`src/rtl/morse_digit_buffer.sv`:
```
// -----------------------------------------------------------------------------
// morse_digit_buffer
//   Eight-digit shift buffer between a Morse decoder and a multiplexed
//   7-segment display scanner. New digits enter at position 0 (rightmost) and
//   push older digits left. Codes 10..15 are stored as BLANK_CODE.
//
//   Optional feature: define MORSE_DIGIT_BUFFER_BACKSPACE_EN to add the
//   backspace port (remove newest digit). Without it only clear and accept
//   modify the buffer.
//
// Parameters
//   SCROLL      1: drop the oldest digit when full; 0: refuse input when full
//   BLANK_CODE  digit code the scanner renders as an unlit position
//
// Ports
//   clk         rising-edge clock
//   rst         asynchronous active-high reset
//   in_valid    upstream offers in_digit
//   in_digit    offered digit code
//   in_ready    buffer takes in_digit this cycle (combinational)
//   clear       one-cycle command: blank all positions
//   backspace   one-cycle command: drop newest digit (feature macro only)
//   scan_sel    position requested by the scanner, 0 = rightmost
//   digit_out   registered code of position scan_sel, 1 clk latency
//   fill_count  number of occupied positions, 0..8
//   full        fill_count == 8 (combinational from the register)
// -----------------------------------------------------------------------------
module morse_digit_buffer #(
    parameter int unsigned SCROLL     = 1,
    parameter logic [3:0]  BLANK_CODE = 4'd10
) (
    input  logic       clk,
    input  logic       rst,
    input  logic       in_valid,
    input  logic [3:0] in_digit,
    output logic       in_ready,
    input  logic       clear,
`ifdef MORSE_DIGIT_BUFFER_BACKSPACE_EN
    input  logic       backspace,
`endif
    input  logic [2:0] scan_sel,
    output logic [3:0] digit_out,
    output logic [3:0] fill_count,
    output logic       full
);

    localparam int unsigned DEPTH = 8;
    localparam int unsigned DW    = 4;
    localparam int unsigned CW    = 4;

    // ST_INIT covers reset and the first edge after it, when no digit may enter
    typedef enum logic {
        ST_INIT = 1'b0,
        ST_RUN  = 1'b1
    } state_t;

    state_t        r_state;
    state_t        w_state_nxt;

    logic [DW-1:0] r_entry     [DEPTH];
    logic [DW-1:0] w_entry_nxt [DEPTH];
    logic [CW-1:0] r_fill_count;
    logic [CW-1:0] w_fill_nxt;
    logic [DW-1:0] r_digit_out;
    logic [DW-1:0] w_digit_norm;
    logic          w_bs_cmd;
    logic          w_in_ready;
    logic          w_accept;
    logic          w_full;

`ifdef MORSE_DIGIT_BUFFER_BACKSPACE_EN
    assign w_bs_cmd = backspace;
`else
    assign w_bs_cmd = 1'b0;
`endif

    assign w_full       = (r_fill_count == CW'(DEPTH));
    assign w_accept     = in_valid && w_in_ready;
    // Non-decimal codes are shown as an unlit position but still occupy a slot
    assign w_digit_norm = (in_digit > 4'd9) ? BLANK_CODE : in_digit;

    // State register
    always_ff @(posedge clk or posedge rst) begin
        if (rst) begin
            r_state <= ST_INIT;
        end else begin
            r_state <= w_state_nxt;
        end
    end

    // Next state and handshake; any command stalls upstream so its digit is kept
    always_comb begin
        w_state_nxt = r_state;
        w_in_ready  = 1'b0;
        case (r_state)
            ST_INIT: begin
                w_state_nxt = ST_RUN;
            end
            ST_RUN: begin
                w_in_ready = !clear && !w_bs_cmd && ((SCROLL != 0) || !w_full);
            end
            default: begin
                w_state_nxt = ST_INIT;
            end
        endcase
    end

    // Buffer update with priority clear > backspace > accept
    always_comb begin
        for (int unsigned i = 0; i < DEPTH; i++) begin
            w_entry_nxt[i] = r_entry[i];
        end
        w_fill_nxt = r_fill_count;
        if (clear) begin
            for (int unsigned i = 0; i < DEPTH; i++) begin
                w_entry_nxt[i] = BLANK_CODE;
            end
            w_fill_nxt = '0;
        end else if (w_bs_cmd && (r_fill_count != '0)) begin
            for (int unsigned i = 0; i < DEPTH - 1; i++) begin
                w_entry_nxt[i] = r_entry[i + 1];
            end
            w_entry_nxt[DEPTH-1] = BLANK_CODE;
            w_fill_nxt           = r_fill_count - CW'(1);
        end else if (w_accept) begin
            // Oldest entry falls off the left; when not full it is blank anyway
            for (int unsigned i = 1; i < DEPTH; i++) begin
                w_entry_nxt[i] = r_entry[i - 1];
            end
            w_entry_nxt[0] = w_digit_norm;
            if (!w_full) begin
                w_fill_nxt = r_fill_count + CW'(1);
            end
        end
    end

    // Storage, count and scanner read port (reads the post-update contents)
    always_ff @(posedge clk or posedge rst) begin
        if (rst) begin
            for (int unsigned i = 0; i < DEPTH; i++) begin
                r_entry[i] <= BLANK_CODE;
            end
            r_fill_count <= '0;
            r_digit_out  <= BLANK_CODE;
        end else begin
            for (int unsigned i = 0; i < DEPTH; i++) begin
                r_entry[i] <= w_entry_nxt[i];
            end
            r_fill_count <= w_fill_nxt;
            r_digit_out  <= w_entry_nxt[scan_sel];
        end
    end

    assign in_ready   = w_in_ready;
    assign digit_out  = r_digit_out;
    assign fill_count = r_fill_count;
    assign full       = w_full;

endmodule

```
`config.mk`:
```
export PLATFORM = sky130hd
export DESIGN_NAME = morse_digit_buffer
export DESIGN_NICKNAME = d
export VERILOG_FILES = /design/src/rtl/morse_digit_buffer.sv
export SDC_FILE = /design/constraint.sdc
export NUM_CORES = 1
export LEC_CHECK = 0
export CAP_MARGIN = 25
export CORE_MARGIN = 5
export CORE_UTILIZATION = 57
export DETAILED_ROUTE_END_ITERATION = 7
export HOLD_SLACK_MARGIN = 0.08
export PLACE_DENSITY = 0.84
export SKIP_LAST_GASP = 1
export SLEW_MARGIN = 5
export SYNTH_ARGS = -nofsm -noshare
export SYNTH_HDL_FRONTEND = slang
export SYNTH_SLANG_ARGS = --single-unit
```
`constraint.sdc`:
```
create_clock -name clk -period 1.76 [get_ports clk]
set_input_delay 0.44 -clock clk [delete_from_list [all_inputs] [get_ports clk]]
set_output_delay 0.44 -clock clk [all_outputs]
set_load 0.05 [all_outputs]
```
==> results of run 1 <==
power breakdown:
group	total, mW	internal, mW	switching [mW]	leakage, nW
clock network	0.629	0.320	0.309	0.0455
registers	1.02	0.993	0.0271	0.503
logic	0.394	0.184	0.210	0.806
total	2.04	1.50	0.546	1.35
per-stage QoR:
step	hold WS, ns	setup TNS, ns	cell area [µm²]
floorplan	0.4671	0	2215
global placement	0.4753	-2.525	2788
detailed placement	0.4914	-3.325	2788
CTS	0.5015	0	2903
global route	0.5078	-0.08289	2948
finish	0.4930	0	2948
cells by family after synthesis:
family / after synthesis / synth area share
mux: 18 / 0.09869
flops: 41 / 0.4753
xor+xnor: 4 / 0.01588
compound gates: 55 / 0.1809
simple gates: 76 / 0.1588
fa+ha+maj: 2 / 0.01134
other cells: 1 / 0.001700
buf+inv: 25 / 0.05729
sequential cells by signal (all words and copies together) (netlist names):
signal and flops:
digit_out 4, r_entry 32, r_state 1, fill_count 4
cells in the final DEF, fill, tap and decap left out, drive strengths merged, types with 3 or more instances in the layout:
master,count
a211o,12
inv,6
a21oi,14
and3,11
buf,59
mux2i,15
dfrtp,23
a211oi,6
nand4,3
a21boi,4
clkdlybuf4s50,8
nand3,8
nor2,12
o21ai,3
mux4,3
dfstp,18
nand2,36
clkbuf,8
worst max path at each step:
stage,start,end,slack [ns]
floorplan,fill_count[0]$_DFFE_PP0P_,full,0.04
global placement,in_valid,digit_out[3]$_DFF_PP1_,-0.42
detailed placement,in_valid,digit_out[3]$_DFF_PP1_,-0.45
CTS,scan_sel[0],digit_out[3]$_DFF_PP1_,0.006
global route,fill_count[1]$_DFFE_PP0P_,full,-0.06
finish,fill_count[1]$_DFFE_PP0P_,full,0.02
worst max-delay path: stages (launching register included):
cell and delay, ns:
dfrtp_2 0.42, inv_2 0.08, ha_4 0.12, nand3b_1 0.14, clkinvlp_4 0.13, buf_12 0.13
final cells by class:
cell class	count	area, µm²	share of cell area
Timing Repair Buffer	69	640.6	0.2173
Clock buffer	8	90.09	0.03056
Sequential cell	41	1052	0.3570
Tap cell	48	60.06	0.02037
Multi-Input combinational cell	156	1075	0.3646
Inverter	7	30.03	0.01019
timing repair:
action	4_1_cts	5_1_grt
resized for setup	6	9
setup buffers	3	1
setup endpoints to repair	6	4
pin swaps	0	2
per-layer routing:
| metal | wire [µm] | GRT usage | vias to the layer above |
|---|---|---|---|
| met5 | 0 | 0 | - |
| met4 | 108 | 0.09186 | 0 |
| met3 | 436 | 0.05817 | 14 |
| met2 | 2993 | 0.3832 | 97 |
| met1 | 2290 | 0.3023 | 950 |
| li1 | - | - | 919 |
==> results.md, run 1 <==
* Inst Count DP at around 320
* Global-route wire length before repair at 9453 µm
* Post-synth EDFFs at 0
* Reg2reg path depth at 5
* CTS Hold Bufs at 0
* Clock-pin slew on the worst setup and hold paths at 0.08 ns
* Vias per cell at 6.018
* Final core occ at 0.7933
* Clock root cell: clkbuf_8
* Unrepaired setup endpoints after global routing: true
* Tot Pwr at around 2 mW
* Leading area contributor after synthesis: dfrtp_1
* Largest net degree at the start of global routing at 42
* DRC errors left at 0
* Routed WL at between 5000 and 6000 µm
* GRT Resource Usage Total at 0.2357
* Reg2reg setup slack at approximately 0.050 ns
* Layout fillers at about 230
* Max cap viols at 0
* Synth Register Bits at between 40 and 50
* DIE HEIGHT at a little over 70 µm
* Max VDD drop at approximately 0.55 mV
* Most common cell in the netlist: nand2_1
* Clock sink total at slightly above 40
* Diodes inserted at 0
* Die X at 72.21 µm
* I/O pin total at 21
* Syn Std Cell Area at between 2000 and 2500 µm²
* CTS tree: yes
* P_leak at approximately 1.4 nW
* Critical Path End Type: primary output
* Final setup violation count at 0
* Total Die Area at roughly 5200 µm²
* Share of cells above drive strength 1 at 0.3594
* Top cell type's share of synthesized area at 0.2609
* Slew Viols, Final at 0
* FF-to-FF End: digit_out[3]$_DFF_PP1_
* Final Hold Viols at 0
* Crit Path Category: register to primary output
* Startpoint Class: register
* Final Skew at between 0.01 and 0.015 ns
* Crit path required time at 1.32 ns
* R2r startpoint: r_state$_DFF_PP0_
* H-tree depth at 2
* Via count at between 1500 and 2000
* Vias in the first global route at around 2000
* Clk_lat worst skew at about 0.30 ns
* TritonCTS buffer count at 5
* GRT overflow at 0
* Final ANT Viol Nets at 0
* Syn Area/Cell at roughly 10 µm²
* Non-Filler Instances at roughly 330
* Critical Path AT at ~1.3 ns
* Synth warn at 0
* Port Buffers at 20
* HPWL after DPL at roughly 4000 µm
* Post-Synthesis Cells at 222
* Period utilisation layout at 0.9903
* Post-synth cell types at 47
* PwrDens at 693.0 nW/µm²
* Worst min-delay path class: input port to async pin
* Setup WS pre-CTS at -0.4522 ns
* Synth top area cells: dfrtp_1 (26%), dfstp_2 (21%), mux2i_1 (6.8%), nand2_1 (6.0%), a211o_1 (4.8%)
* Net Count, Synth at 235
* Synthesis-to-layout area growth at 33.64%
* Status: finished clean
* Drt first-iter violations at about 240
* Top FF cell, synth: dfrtp_1
* PnR worst setup slack at 0.01703 ns
* Synth cell count leaders: nand2_1 (35), dfrtp_1 (23), dfstp_2 (18)
* Asr flop ratio synth at 1.000
* Layout net count at 293
* Core area at roughly 3700 µm²
* CTS Buffer Depth at 2
* Drt first pass iters at 4
* Rows at 22
* Crit path time final at 1.743 ns
* Initial antenna violation count at 0
* Placer Congestion at between 0.9 and 1
* Post-synthesis sequential area ratio at 0.4753
* Initial Utilization at 0.5936
* Fmax achieved at ~570 MHz
* Critical path fanouts, max at 2
* WL/cell at 17.72 µm
No activity file was read; power rests on OpenSTA's default activity.
==> inputs of run 2 (changes only) <==
Settings changed: CELL_PAD_IN_SITES_DETAIL_PLACEMENT set to 2, CELL_PAD_IN_SITES_GLOBAL_PLACEMENT set to 2, CORE_UTILIZATION 57 to 36, PLACE_DENSITY 0.84 to 0.83, RECOVER_POWER set to 25.
==> run 2 against run 1 <==
The flow now finishes with violations (negative setup slack); flip-flop and latch count stayed put; worst setup slack got worse by 0.060 ns; worst hold slack gained 0.023 ns; wire length grew 69%; final cell count up 11%.
==> results.md, run 2 (synthesis gave the netlist of run 1 again) <==
* Synthesis-to-layout area growth at 40.73%
* Commonest cells after routing, fill and taps aside: buf_4 (57), nand2_1 (35), dfrtp_1 (20)
* Least-Margin Pin Slew at about 1.1 ns
* HPWL after DPL at about 5800 µm
* Routed WL at roughly 9900 µm
* Diodes inserted at 0
* Share of cells above drive strength 1 at 0.3897
* Initial Utilization at 0.3704
* Worst hold slack at 0.5161 ns
* Critical Path AT at approximately 1.4 ns
* GRT overflow at 0
* Critical path fanouts, max at 2
* Largest Register: r_entry
* Drt first-iter violations at around 130
* Clock root cell: clkbuf_8
* Global-route wire length before repair at roughly 15000 µm
* R2r startpoint: r_state$_DFF_PP0_
* Drt first pass iters at 4
* Crit path time final at ~1.8 ns
* Setup WS pre-CTS at -0.5371 ns
* Slew Viols, Final at 0
* Inst Count DP at around 350
* GRT Resource Usage Total at 0.2591
* Vias per cell at around 5.9
* Switching Fraction at 0.3139
* CTS tree: yes
* CP max stage cell: dfrtp_2
* CTS Buffer Depth at 2
* Unrepaired setup endpoints after global routing: true
* P_leak at 1.419 nW
* Hold Startpoint: r_entry[7]$_DFF_PP1_
* Critical Path End Type: primary output
* Rows at 28
* PwrDens at between 600 and 700 nW/µm²
* Non-Filler Instances at roughly 370
* Initial antenna violation count at 0
* Clk pwr share at 0.308
* Max VDD drop at between 0.3 and 0.4 mV
* Vias in the first global route at 2552
* Clock sink total at 41
* Max_slew headroom at 0.2832
* PnR worst setup slack at -0.04329 ns
* Crit-path cells: inv_4 -> ha_4 -> nand3b_1 -> clkinvlp_4 -> buf_12
* H-tree depth at 2
* Max cap viols at 0
* Clk_lat worst skew at ~0.32 ns
* Layout fillers at between 600 and 700
* Largest net degree at the start of global routing at 42
* Port Buffers at 20
* Max reg flops at 32
* WP buf/inv at 3
* Via count at approximately 2100
* Most common cell after layout, fill and taps aside: buf_4
* Reg2reg path depth at 4
* Status: complete, but fails checks
* Crit path max-delay family: flip-flops
* Critical path's largest stage delay at about 0.43 ns
* Final setup violation count at 2
* P_sw at around 0.67 mW
* Internal power at 1.472 mW
* WL/cell at between 20 and 30 µm
* Final ANT Viol Nets at 0
* TritonCTS buffer count at 5
* Startpoint Class: register
* CTS Hold Bufs at 0
* Final Skew at approximately 0.014 ns
* Fmax achieved at between 500 and 600 MHz
* Layout net count at between 300 and 400
* FF-to-FF End: digit_out[2]$_DFF_PP0_
* I/O pin total at 21
* Hold Path Depth at 2
* Crit Path Category: register to primary output
* TNS Setup at -0.07282 ns
* Violated checks: negative setup slack
* Flop pwr share at 0.478
* Worst min-delay path class: register to register
* Worst Hold End: r_entry[7]$_DFF_PP1_
* DRC errors left at 0
* Final Hold Viols at 0
* Clock-pin slew on the worst setup and hold paths at 0.08 ns
* Core area at a little under 6000 µm²
* Period utilisation layout at 1.025
* DIE HEIGHT at slightly below 90 µm
* Die X at 88.28 µm
* Placer Congestion at 0.7568
* Total Die Area at between 7000 and 8000 µm²
* Combinational Power Share at 0.214
* Reg2reg setup slack at approximately 0.030 ns
* Crit path required time at ~1.3 ns
==> run 2: cell types whose count changed in the layout (fill, tap and decap cells not counted), moves of 2 or more <==
| cell | previous run | this run |
|---|---|---|
| a2111oi_4 | 0 | 2 |
| clkinv_2 | 0 | 2 |
| a2111oi_2 | 2 | 0 |
| buf_4 | 51 | 57 |
| clkbuf_1 | 2 | 0 |
==> run 2: worst reg2reg max path: cells and delay by family (launching register included) <==
| kind | cells | cell delay [ns] |
|---|---|---|
| AOI/OAI and AO/OA | 2 | 0.38 |
| DFF | 1 | 0.46 |
| muxes | 1 | 0.54 |
| and+or+nand+nor | 1 | 0.21 |
==> run 2: what timing repair did <==
action / 4_1_cts / 5_1_grt
gates resized for setup: 17 / 6
pin swaps: 2 / 2
cloned: 1 / 0
setup buffers: 4 / 1
endpoints found under the setup margin: 9 / 3
==> run 2: stage by stage <==
stage                     cell area (µm²)    util  total power, mW
after floorplan                      2215       -            1.231
after global placement               2887  0.4847            1.411
after detailed placement             2887  0.4847            1.438
after CTS                            3077  0.5166            2.118
after global routing                 3104  0.5212            2.222
final                                3104  0.5212            2.146
==> run 2: final cells by class <==
class	count	area [µm²]	share of cell area
clock buffers	5	68.82	0.02217
clock inverters	3	17.52	0.005643
inverters	7	32.53	0.01048
multi-input cells	156	1105	0.3559
flip-flops and latches	41	1052	0.3390
well taps	75	93.84	0.03023
repair buffers	78	734.5	0.2366
==> run 2: metal layers <==
metal	up-vias	track usage	routed length [µm]
met5	-	0	0
met1	1135	0.3052	4090
met4	0	0.1223	395
li1	926	-	-
met3	27	0.04283	313
met2	61	0.4582	5060
==> run 2: power groups by stage <==
stage	Combinational, mW	Clock, mW	Sequential (mW)
CTS	0.434	0.663	1.02
finish	0.459	0.661	1.03
global placement	0.377	0	1.03
global route	0.484	0.710	1.03
floorplan	0.178	0	1.05
detailed placement	0.400	0	1.04
==> run 2: worst max path at each step <==
| stage | from | cells after the start | slack, ns | endpoint |
|---|---|---|---|---|
| 6_report | fill_count[0]$_DFFE_PP0P_ | 5 | -0.04 | full |
| 4_1_cts | fill_count[0]$_DFFE_PP0P_ | 5 | -0.01 | full |
| 5_1_grt | fill_count[0]$_DFFE_PP0P_ | 5 | -0.12 | full |
| 2_1_floorplan | fill_count[0]$_DFFE_PP0P_ | 4 | 0.04 | full |
| 3_5_place_dp | in_valid | 4 | -0.54 | digit_out[3]$_DFF_PP1_ |
| 3_3_place_gp | in_valid | 4 | -0.39 | digit_out[3]$_DFF_PP1_ |
